`config.mk`:
```
export PLATFORM = sky130hd
export DESIGN_NAME = seq_detector
export DESIGN_NICKNAME = d
export VERILOG_FILES = /design/src/rtl/seq_det_pkg.sv /design/src/rtl/sat_counter.sv /design/src/rtl/seq_detector.sv
export SDC_FILE = /design/constraint.sdc
export NUM_CORES = 1
export LEC_CHECK = 0
export CAP_MARGIN = 0
export CORE_MARGIN = 2
export CORE_UTILIZATION = 40
export CTS_BUF_LIST = sky130_fd_sc_hd__clkbuf_4 sky130_fd_sc_hd__clkbuf_8 sky130_fd_sc_hd__clkbuf_16
export DETAILED_ROUTE_END_ITERATION = 10
export GPL_ROUTABILITY_DRIVEN = 0
export PLACE_DENSITY_LB_ADDON = 0.05
export SETUP_SLACK_MARGIN = 0.15
export SYNTH_ARGS = -nofsm -noshare
export SYNTH_HDL_FRONTEND = slang
export SYNTH_SLANG_ARGS = --single-unit
```
`constraint.sdc`:
```
create_clock -name CLK -period 2 [get_ports CLK]
set_input_delay 0.6 -clock CLK [delete_from_list [all_inputs] [get_ports CLK]]
set_output_delay 0.6 -clock CLK [all_outputs]
set_load 0.005 [all_outputs]
```
`src/rtl/seq_det_pkg.sv`:
```
// Shared definitions for the serial pattern detector: mode encodings,
// fill-counter width helper and parameter legality checks.
package seq_det_pkg;

    typedef enum logic {
        OVERLAP_OFF = 1'b0,
        OVERLAP_ON  = 1'b1
    } overlap_e;

    typedef enum logic {
        OUT_MOORE = 1'b0,
        OUT_MEALY = 1'b1
    } out_mode_e;

    localparam int LEN_MIN = 1;
    localparam int LEN_MAX = 16;

    // Width needed to hold a fill count in the range 0..len.
    function automatic int fill_w(input int len);
        return $clog2(len + 1);
    endfunction

    function automatic bit len_ok(input int len);
        return (len >= LEN_MIN) && (len <= LEN_MAX);
    endfunction

    // The pattern must not carry set bits above the pattern length.
    function automatic bit pat_ok(input int len, input logic [15:0] pat);
        return (32'(pat) >> len) == 32'd0;
    endfunction

endpackage

```
`src/rtl/sat_counter.sv`:
```
// Saturating up-counter with synchronous reset and soft clear.
// Ports: CLK, reset, clr, inc -> count (W bits), sat (count at max).
module sat_counter
    import seq_det_pkg::*;
#(
    parameter int W = 8
) (
    input  logic         CLK,
    input  logic         reset,
    input  logic         clr,
    input  logic         inc,
    output logic [W-1:0] count,
    output logic         sat
);

    logic [W-1:0] count_q;
    logic [W-1:0] count_d;

    assign sat   = &count_q;
    assign count = count_q;

    always_comb begin
        count_d = count_q;
        if (inc && !sat) begin
            count_d = count_q + W'(1);
        end
    end

    always_ff @(posedge CLK) begin
        if (reset || clr) begin
            count_q <= '0;
        end else begin
            count_q <= count_d;
        end
    end

endmodule

```
`src/rtl/seq_detector.sv`:
```
// Serial bit-pattern detector built on a shift history plus fill count.
// Ports: CLK, reset, clear, in_valid, in -> out, hit_count, count_sat.
module seq_detector
    import seq_det_pkg::*;
#(
    parameter int          LEN     = 2,
    parameter logic [15:0] PATTERN = 16'b11,
    parameter int          OVERLAP = 1,
    parameter int          MEALY   = 0,
    parameter int          CNT_W   = 8
) (
    input  logic             CLK,
    input  logic             reset,
    input  logic             clear,
    input  logic             in_valid,
    input  logic             in,
    output logic             out,
    output logic [CNT_W-1:0] hit_count,
    output logic             count_sat
);

    localparam int FW = fill_w(LEN);
    localparam logic [FW-1:0]  LEN_F = FW'(LEN);
    localparam logic [LEN-1:0] PAT   = PATTERN[LEN-1:0];
    localparam overlap_e  OVL_MODE =
        (OVERLAP != 0) ? OVERLAP_ON : OVERLAP_OFF;
    localparam out_mode_e OUT_MODE =
        (MEALY != 0) ? OUT_MEALY : OUT_MOORE;

    if (!len_ok(LEN) || !pat_ok(LEN, PATTERN)) begin : g_bad_param
        $error("seq_detector: illegal LEN or PATTERN");
    end

    logic [LEN-1:0] hist_q;
    logic [LEN-1:0] hist_d;
    logic [LEN-1:0] hist_nx;
    logic [FW-1:0]  fill_q;
    logic [FW-1:0]  fill_d;
    logic [FW-1:0]  fill_nx;
    logic           out_q;
    logic           out_d;
    logic           match_raw;
    logic           match;

    if (LEN == 1) begin : g_hist1
        assign hist_nx = in;
    end else begin : g_histn
        assign hist_nx = {hist_q[LEN-2:0], in};
    end

    assign fill_nx = (fill_q == LEN_F) ? fill_q : fill_q + FW'(1);

    // A full, matching history only counts if this bit survives the
    // edge; a clear or reset on the same edge discards it.
    assign match_raw = in_valid && (fill_nx == LEN_F) && (hist_nx == PAT);
    assign match     = match_raw && !clear && !reset;

    always_comb begin
        hist_d = hist_q;
        fill_d = fill_q;
        out_d  = match;
        if (in_valid) begin
            hist_d = hist_nx;
            if (match && (OVL_MODE == OVERLAP_OFF)) begin
                fill_d = '0;
            end else begin
                fill_d = fill_nx;
            end
        end
    end

    always_ff @(posedge CLK) begin
        if (reset || clear) begin
            hist_q <= '0;
            fill_q <= '0;
            out_q  <= 1'b0;
        end else begin
            hist_q <= hist_d;
            fill_q <= fill_d;
            out_q  <= out_d;
        end
    end

    assign out = (OUT_MODE == OUT_MEALY) ? match : out_q;

    sat_counter #(
        .W(CNT_W)
    ) u_hits (
        .CLK  (CLK),
        .reset(reset),
        .clr  (clear),
        .inc  (match),
        .count(hit_count),
        .sat  (count_sat)
    );

endmodule

```
==> results.toml <==
[sta]
fmaxAchievable_ghz = 0.547
relSlewSlack_pct = 74.3
final_max_slew_viol_count = 0
setup_ws_ns = 0.171
period_share_pct = 91.5
rsz0062_at_grt = "yes"
worst_slew_pin_slew_ns = 0.376
hold_viol = 0
setup_viol = 0
skew_ns = 0.00609
layout_min_cycle_time_ns = 1.83

[min_path]
hold_path_end = "u_hits.count[5]"
hold_depth = 2
hp-start = "u_hits.count[5]"
holdCritPathClass = "reg -> reg"

[detailed_routing]
met1_length_um = 605
wl_per_cell_um = 12.8
detail-route-antenna-nets = 0
drt-total-wl_um = 1460
via_per_inst = 5.38
first_iter_violations = 9
num_vias = 613
met3_wirelength_um = 75
dr.pass1.iters = 4
route.detailed.drc = 0
wl_met2_um = 755
highest_layer = "met4"

[place]
dp_hpwl_um = 979
pre_cts_ws_ns = -0.227
port_buffers = 14

[critical_path]
reg2reg_depth = 6
critPathTopFamily = "flip-flops"
rrSetupSlack_ns = 0.27
startpoint_type = "register"
cp.buffers_inverters = 1
rr_endpoint = "u_hits.count[5]"
critPathMaxFanout = 2
crit_slowest_cell = "dfxtp_2"
r2r-start = "fill_q[0]"
arrival_ns = 1.23
crit_path_cell_trace = "ha_2 > and3_4 > and2_4 > buf_2"
slowest_delay_ns = 0.33
cp.required_ns = 1.40
crit_type = "reg -> out"
crit_path_end_kind = "output port"

[clock_tree]
cts_tree = "built"
cts_buffer_depth = 2
insertion_delay_ns = 0.28
htree_levels = 1
cts_sinks = 12
root_buffer = "clkbuf_4"
holdBufCountCts = 0
numCtsBuffers = 3
clk_pin_slew_ns = 0.08

[cells_and_area]
final_common_cell = "buf_4"
layout_common_cells = "buf_4 (21), nor2_1 (11), dfxtp_2 (7), dfxtp_1 (5), dlymetal6s2s_1 (5)"
syn2layout_area_growth_pct = 67.0
diodes = 0
fin_nets = 108
layout-drive-gt1-share_pct = 43.4

[grt]
track_usage_pct = 19.5
grt_pass1_vias = 595
grt_pass1_wl_um = 2570
grt_max_degree = 8
antenna_found_initial = 0
grt.overflow.total = 0

[logic_synthesis]
synth_top_area_share_pct = 41.7
syn_inst = 62
ys_seq_area_share_pct = 41.7
ys_ff_latch = 12
synth_area_per_cell_sq_um = 9.28
synth.net_count = 69
ys_types = 29
synthTopCellsByArea = "dfxtp_1 (42%), nor2_1 (7.2%), mux2i_1 (7.0%)"
yosysTopAreaCell = "dfxtp_1"
syn-cell-area_sq_um = 576
ys_warn_count = 0

[power_and_ir_drop]
p_total_w = 0.000431
p_leak_nw = 0.471
p_per_area_nw_per_um2 = 449
ir_drop_mv = 0.356

[run_status]
status = "finished, final reports clean"

[die]
fp-row-count = 13
die_y_um = 41.9
start_util_pct = 43.7
core_sq_um = 1320
pin_count = 15
die_area_sq_um = 1760
die_w_um = 41.9

[job]
cap_viol_max_count = 0
synthesized netlist by cell type (all sizes together):
master and instances:
nand4 2, or3 2, a21oi 2, xnor2 2, buf 1, nand3 2
nor2b 1, ha 2, nor2 11, inv 4, a311oi 1, nor3 1
nor4 1, and4 1, a211oi 4, a21boi 1, o31ai 1, dfxtp 12
mux2i 4, or2 1, clkbuf 1, and2 1, a31o 1, a2111oi 1
nand2 1, and3 1
tightest hold or removal path: stages, from the launching register on:
cell and delay, ns:
dfxtp_2 0.34, o31ai_1 0.06, a21oi_1 0.06
worst max path at each step:
stage,endpoint,slack (ns),from,cells past startpoint
2_1_floorplan,u_hits.count[5],0.17,clear,5
3_3_place_gp,u_hits.count[4],-0.22,clear,6
3_5_place_dp,u_hits.count[5],-0.23,clear,5
4_1_cts,hit_count[2],0.14,u_hits.count[2],2
5_1_grt,hit_count[7],0.13,u_hits.count[7],2
6_report,count_sat,0.17,u_hits.count[0],4
registers in the layout, indices dropped and copies added (netlist names):
register      flops
u_hits.count      8
fill_q            2
hist_q            1
out               1
final cells by class:
class / count / area [sq um]
inverters: 4 / 15.0
repair buffers: 36 / 312
multi-input cells: 44 / 344
fillers: 106 / 357
clock buffers: 3 / 22.5
well taps: 15 / 18.8
flip-flops and latches: 12 / 249
metal layers:
metal	vias up	global-route usage, %
li1	299	-
met2	27	33.8
met3	4	4.35
met1	283	22.1
met5	-	0
met4	0	9.68
metrics by stage:
stage	TNS (ns)	hold slack, ns	cell area, sq um	utilization (%)	instances
CTS	0	0.511	916	69.5	114
floorplan	0	0.460	576	-	62
finish	0	0.495	961	72.9	114
global placement	-1.17	0.477	862	65.4	108
detailed placement	-1.34	0.493	862	65.4	108
global route	0	0.548	961	72.9	114
report_power, final:
group	internal, W	total (W)	switching (W)
Sequential	0.000241	0.000242	0.00000138
Combinational	0.0000192	0.0000353	0.0000161
Clock	0.0000698	0.000154	0.0000841
cells by family (layout without fill, tap and decap cells):
kind of cell	count (synthesis)	count (layout)	share of synthesized area [%]
simple gates	25	25	23.7
flops	12	12	41.7
compound gates	11	11	15.0
buf+inv	6	43	5.22
mux	4	4	6.96
fa+ha+maj	2	2	4.35
xor+xnor	2	2	3.04
repair_timing:
action                                  4_1_cts  5_1_grt
buffers inserted                              3        0
gates resized for setup                      15       13
endpoints found under the setup margin        7       11
pin swaps                                     5        0
(Power assumes the default switching activity.)
==> edit 1: new RTL, same flow settings <==
The parameter `LEN` goes from 2 to 4.
--- a/src/rtl/seq_detector.sv
+++ b/src/rtl/seq_detector.sv
@@ -4,5 +4,5 @@
     import seq_det_pkg::*;
 #(
-    parameter int          LEN     = 2,
+    parameter int          LEN     = 4,
     parameter logic [15:0] PATTERN = 16'b11,
     parameter int          OVERLAP = 1,
Behaviour: not the same (a bounded check fails within 4 cycles, from zero or initial values).
==> edit 1 against the original RTL <==
- combinational power rose by 62%
- sequential cell count rose by 3
- utilization fell by 5.7 points
- area after synthesis rose by 35%
- power rose by 24%
- clock power rose by 14%
- cell area rose by 25%
- routed wire length rose by 30%
- sequential share of layout area rose by 0.50 points
- setup slack got worse by 0.15 ns
- sequential power rose by 24%
- critical path type is now reg -> reg
- critical endpoint is now u_hits.count[1]
- largest cell class unchanged
==> edit 1: results (changes against the original RTL) <==
nFlopsAndLatches: 15  # +3
regArea_um2: 317  # +27%
grt_max_degree: 12  # +4
avgSynthCellArea_um2: 8.95  # -3.6%
r2r_cells: 5  # -1
die_w_um: 48.1  # +15%
placed_area_um2: 1040  # +20%
grt_pass1_wl_um: 3190  # +24%
r2r_slack_ns: 0.02  # -0.25 ns
synth_compound_area_share_pct: 5.63  # -9.4 points
maxSlewHeadroom_pct: 77.7  # +3.4 points
final_cells: 143  # +25%
drt_iter0_drc: 4  # -5
min_from: "u_hits.count[7]"
hold_path_end: "u_hits.count[7]"
internal-power_mw: 0.403  # +22%
groute.layer.met3.usage_pct: 5.56  # +1.2 points
dp.cells: 135  # +25%
power_clock_mw: 0.175  # +14%
ys_types: 26  # -10%
dp_slack_ns: -0.178  # +0.0492 ns
reg2reg_to: "u_hits.count[1]"
grt_usage_pct: 19.7  # +0.28 points
drive_gt1_share_pct: 39.8  # -3.6 points
wl_per_cell_um: 13.3  # +3.8%
layout.clock.cell_area_share_pct: 2.30  # -0.047 points
power.density_nw_per_um2: 445  # -0.91%
signal_buffers: 32  # -11%
synth_fa_ha_area_share_pct: 4.82  # +0.48 points
multiInputGateArea_um2: 531  # +54%
outcome: "complete, no violations"
inv_count: 2  # -2
cp_slowest_cell: "or4b_1"
synth-xor-area-share_pct: 1.13  # -1.9 points
crit_fanout: 11  # +9
ir_drop_v: 0.000403  # +13%
p_leak_nw: 0.502  # +6.5%
grt_use_met2_pct: 32.0  # -1.8 points
multi_input_cells: 65  # +48%
grt_pass1_vias: 729  # +23%
==> edit 1: changes by cell type after synthesis, moves of 3 or more <==
| cell | before | now |
|---|---|---|
| mux2i_1 | 4 | 10 |
| nand2_1 | 1 | 10 |
| a211oi_1 | 3 | 0 |
| nor2_1 | 11 | 7 |
| dfxtp_1 | 12 | 15 |
| nor4_1 | 1 | 5 |
| or3_1 | 1 | 6 |
==> edit 1: worst max path at each step <==
stage	start	end	slack [ns]	depth (start not counted)
5_1_grt	fill_q[1]	u_hits.count[0]	-0.06	8
2_1_floorplan	fill_q[0]	u_hits.count[0]	0.15	7
6_report	fill_q[0]	u_hits.count[1]	0.02	5
4_1_cts	fill_q[1]	u_hits.count[1]	0.06	7
3_5_place_dp	clear	u_hits.count[1]	-0.18	6
3_3_place_gp	clear	u_hits.count[1]	-0.14	6
==> edit 1: what timing repair did <==
item,4_1_cts,5_1_grt
pin swaps,4,3
cloned,1,0
setup endpoints to repair,15,15
buffers inserted,2,1
resized for setup,21,16
==> edit 2: new RTL, same settings <==
Without the edit above. Put a register stage on the output `hit_count`, without a reset. The value now appears one clock later. The other outputs are not delayed to match.
--- a/src/rtl/seq_detector.sv
+++ b/src/rtl/seq_detector.sv
@@ -27,4 +27,6 @@
     localparam out_mode_e OUT_MODE =
         (MEALY != 0) ? OUT_MEALY : OUT_MOORE;
+
+    logic [CNT_W-1:0] hit_count_d;
 
     if (!len_ok(LEN) || !pat_ok(LEN, PATTERN)) begin : g_bad_param
@@ -91,8 +93,12 @@
         .clr  (clear),
         .inc  (match),
-        .count(hit_count),
+        .count(hit_count_d),
         .sat  (count_sat)
     );
 
+    always_ff @(posedge CLK) begin
+        hit_count <= hit_count_d;
+    end
+
 endmodule
 
Function: changed (Yosys sat finds a counterexample within 4 cycles, from zero or initial values).
==> edit 2 against the original RTL <==
- setup slack gained 0.037 ns
- sequential cell count grew 8
- synthesized cell count grew 18%
- power grew 74%
- area after synthesis grew 25%
- routed wire length shrank 3.5%
- highest routed layer unchanged
- cell area grew 9.5%
- clock skew shrank 0.0039 ns
==> edit 2: results (changes against the original RTL) <==
outcome: "complete, no violations"
fin_nets: 110  # +1.9%
hpwl_um: 938  # -4.2%
routed_via_density: 4.91  # -8.6%
synth_compound_area_share_pct: 11.8  # -3.2 points
fmax_mhz: 558  # +2.1%
grt_pass1_wl_um: 2210  # -14%
drt_wl_total_um: 1410  # -3.5%
r2r-start: "fill_q[0]"
grt_usage_pct: 15.2  # -4.3 points
hp-class: "reg -> reg"
antenna_cells: 0  # unchanged
dp.cells: 122  # +13%
ys_warn_count: 0  # unchanged
portBuffers: 14  # unchanged
ys_async_sr_fraction_pct: 0  # unchanged
clkLatencyLatePin_ns: 0.30  # +0.02 ns
grt_pass1_vias: 525  # -12%
synth-xor-area-share_pct: 0  # -3.0 points
cts_root_buffer: "clkbuf_4"
drt_iter0_drc: 7  # -2
synth_flop_cell: "dfxtp_1"
min_from: "u_hits.count[7]"
synthTopCellsByCount: "dfxtp_1, a21oi_1, nor2_1"
synth_area_leaders: "dfxtp_1, a21oi_1, mux2i_1"
cts_buffers: 3  # unchanged
synth_fp_nets: 80  # +16%
placed_area_um2: 972  # +13%
startpoint: "u_hits.count[0]"
power.switching_mw: 0.137  # +35%
avgSynthCellArea_um2: 9.89  # +6.5%
grt_max_degree: 13  # +5
clk_pin_slew_ns: 0.11  # +0.03 ns
skew_ns: 0.00219  # -0.00391 ns
seq_area_frac_synth_pct: 55.5  # +14 points
synthMuxAreaShare_pct: 4.16  # -2.8 points
synth_fa_ha_area_share_pct: 3.47  # -0.88 points
finalMaxSlewViolations: 0  # unchanged
drive_gt1_share_pct: 25.5  # -18 points
p_leak_nw: 0.430  # -8.8%
ys_types: 23  # -21%
worst_pin_slew_ns: 0.277  # -0.0986 ns
dr.pass1.iters: 4  # unchanged
htree_num_levels: 1  # unchanged
worstPathArrival_ns: 1.19  # -0.04 ns
ir_drop_v: 0.000438  # +23%
dp_slack_ns: -0.251  # -0.0238 ns
r2r_slack_ns: 0.27  # about the same
route.vias.total: 624  # +1.8%
crit_fanout: 2  # unchanged
antenna_found_initial: 0  # unchanged
-- edit 2: cell count changes in the layout (fill, tap and decap cells not counted), sizes merged, moves of 3 or more --
cell | before | now
dfxtp | 12 | 20
nor2 | 11 | 7
buf | 23 | 15
a21oi | 2 | 7
dlymetal6s2s | 5 | 1
clkdlybuf4s50 | 4 | 9
a211oi | 4 | 1
-- edit 2: cell families (layout without fill, tap and decap cells) --
| family | count (synthesis) | count (layout) |
|---|---|---|
| muxes | 3 | 3 |
| and+or+nand+nor | 27 | 27 |
| buffers and inverters | 7 | 36 |
| DFF | 20 | 20 |
| adders and majority gates | 2 | 2 |
| AOI/OAI and AO/OA | 14 | 14 |
-- edit 2: path summary, 6_finish.rpt --
path / endpoint / cells after the start
setup / recovery: count_sat / 4
setup reg to reg: u_hits.count[3] / 6
hold reg to reg: hit_count[7] / 0
hold / removal: hit_count[7] / 0
-- edit 2: power groups by stage --
| stage | Combinational, mW | Clock [mW] | Sequential [mW] |
|---|---|---|---|
| 2_1_floorplan | 0.0102 | 0 | 0.410 |
| 3_3_place_gp | 0.0243 | 0 | 0.410 |
| 3_5_place_dp | 0.0246 | 0 | 0.410 |
| 4_1_cts | 0.0228 | 0.341 | 0.401 |
| 5_1_grt | 0.0259 | 0.352 | 0.401 |
| 6_report | 0.0223 | 0.329 | 0.401 |
-- edit 2: worst max-delay path, stage by stage (launching register included) --
cell and delay (ns):
dfxtp_2 0.34, ha_1 0.19, nand2_2 0.10, nor3_4 0.12, buf_2 0.14
-- edit 2: final cells by class --
cell class                 count  area, um^2
fill                         160         656
clock buffer                   3        22.5
sequential                    20         403
multi-input combinational     46         312
clock inverter                 1        30.0
tap                           25        31.3
timing repair buffer          28         239
inverter                       4        15.0
-- edit 2: what timing repair did --
item,4_1_cts,5_1_grt
pin swaps,5,5
setup endpoints to repair,5,2
cloned,0,0
hold buffers,0,0
buffers inserted,1,0
gates resized for setup,13,3
-- edit 2: metrics by stage --
step                total power, mW  hold slack [ns]
floorplan                     0.420            0.364
global placement              0.434            0.387
detailed placement            0.435            0.386
CTS                           0.765            0.404
global route                  0.779            0.421
finish                        0.752            0.402
-- edit 2: per-layer routing --
layer | track usage, % | vias up | share of wire [%] | routed length, um
met5 | 0 | - | 0 | 0
met4 | 8.57 | 0 | 1.7 | 24
met3 | 4.71 | 4 | 4.0 | 56
met2 | 21.9 | 15 | 45 | 637
met1 | 19.7 | 283 | 49 | 691
li1 | - | 322 | - | -
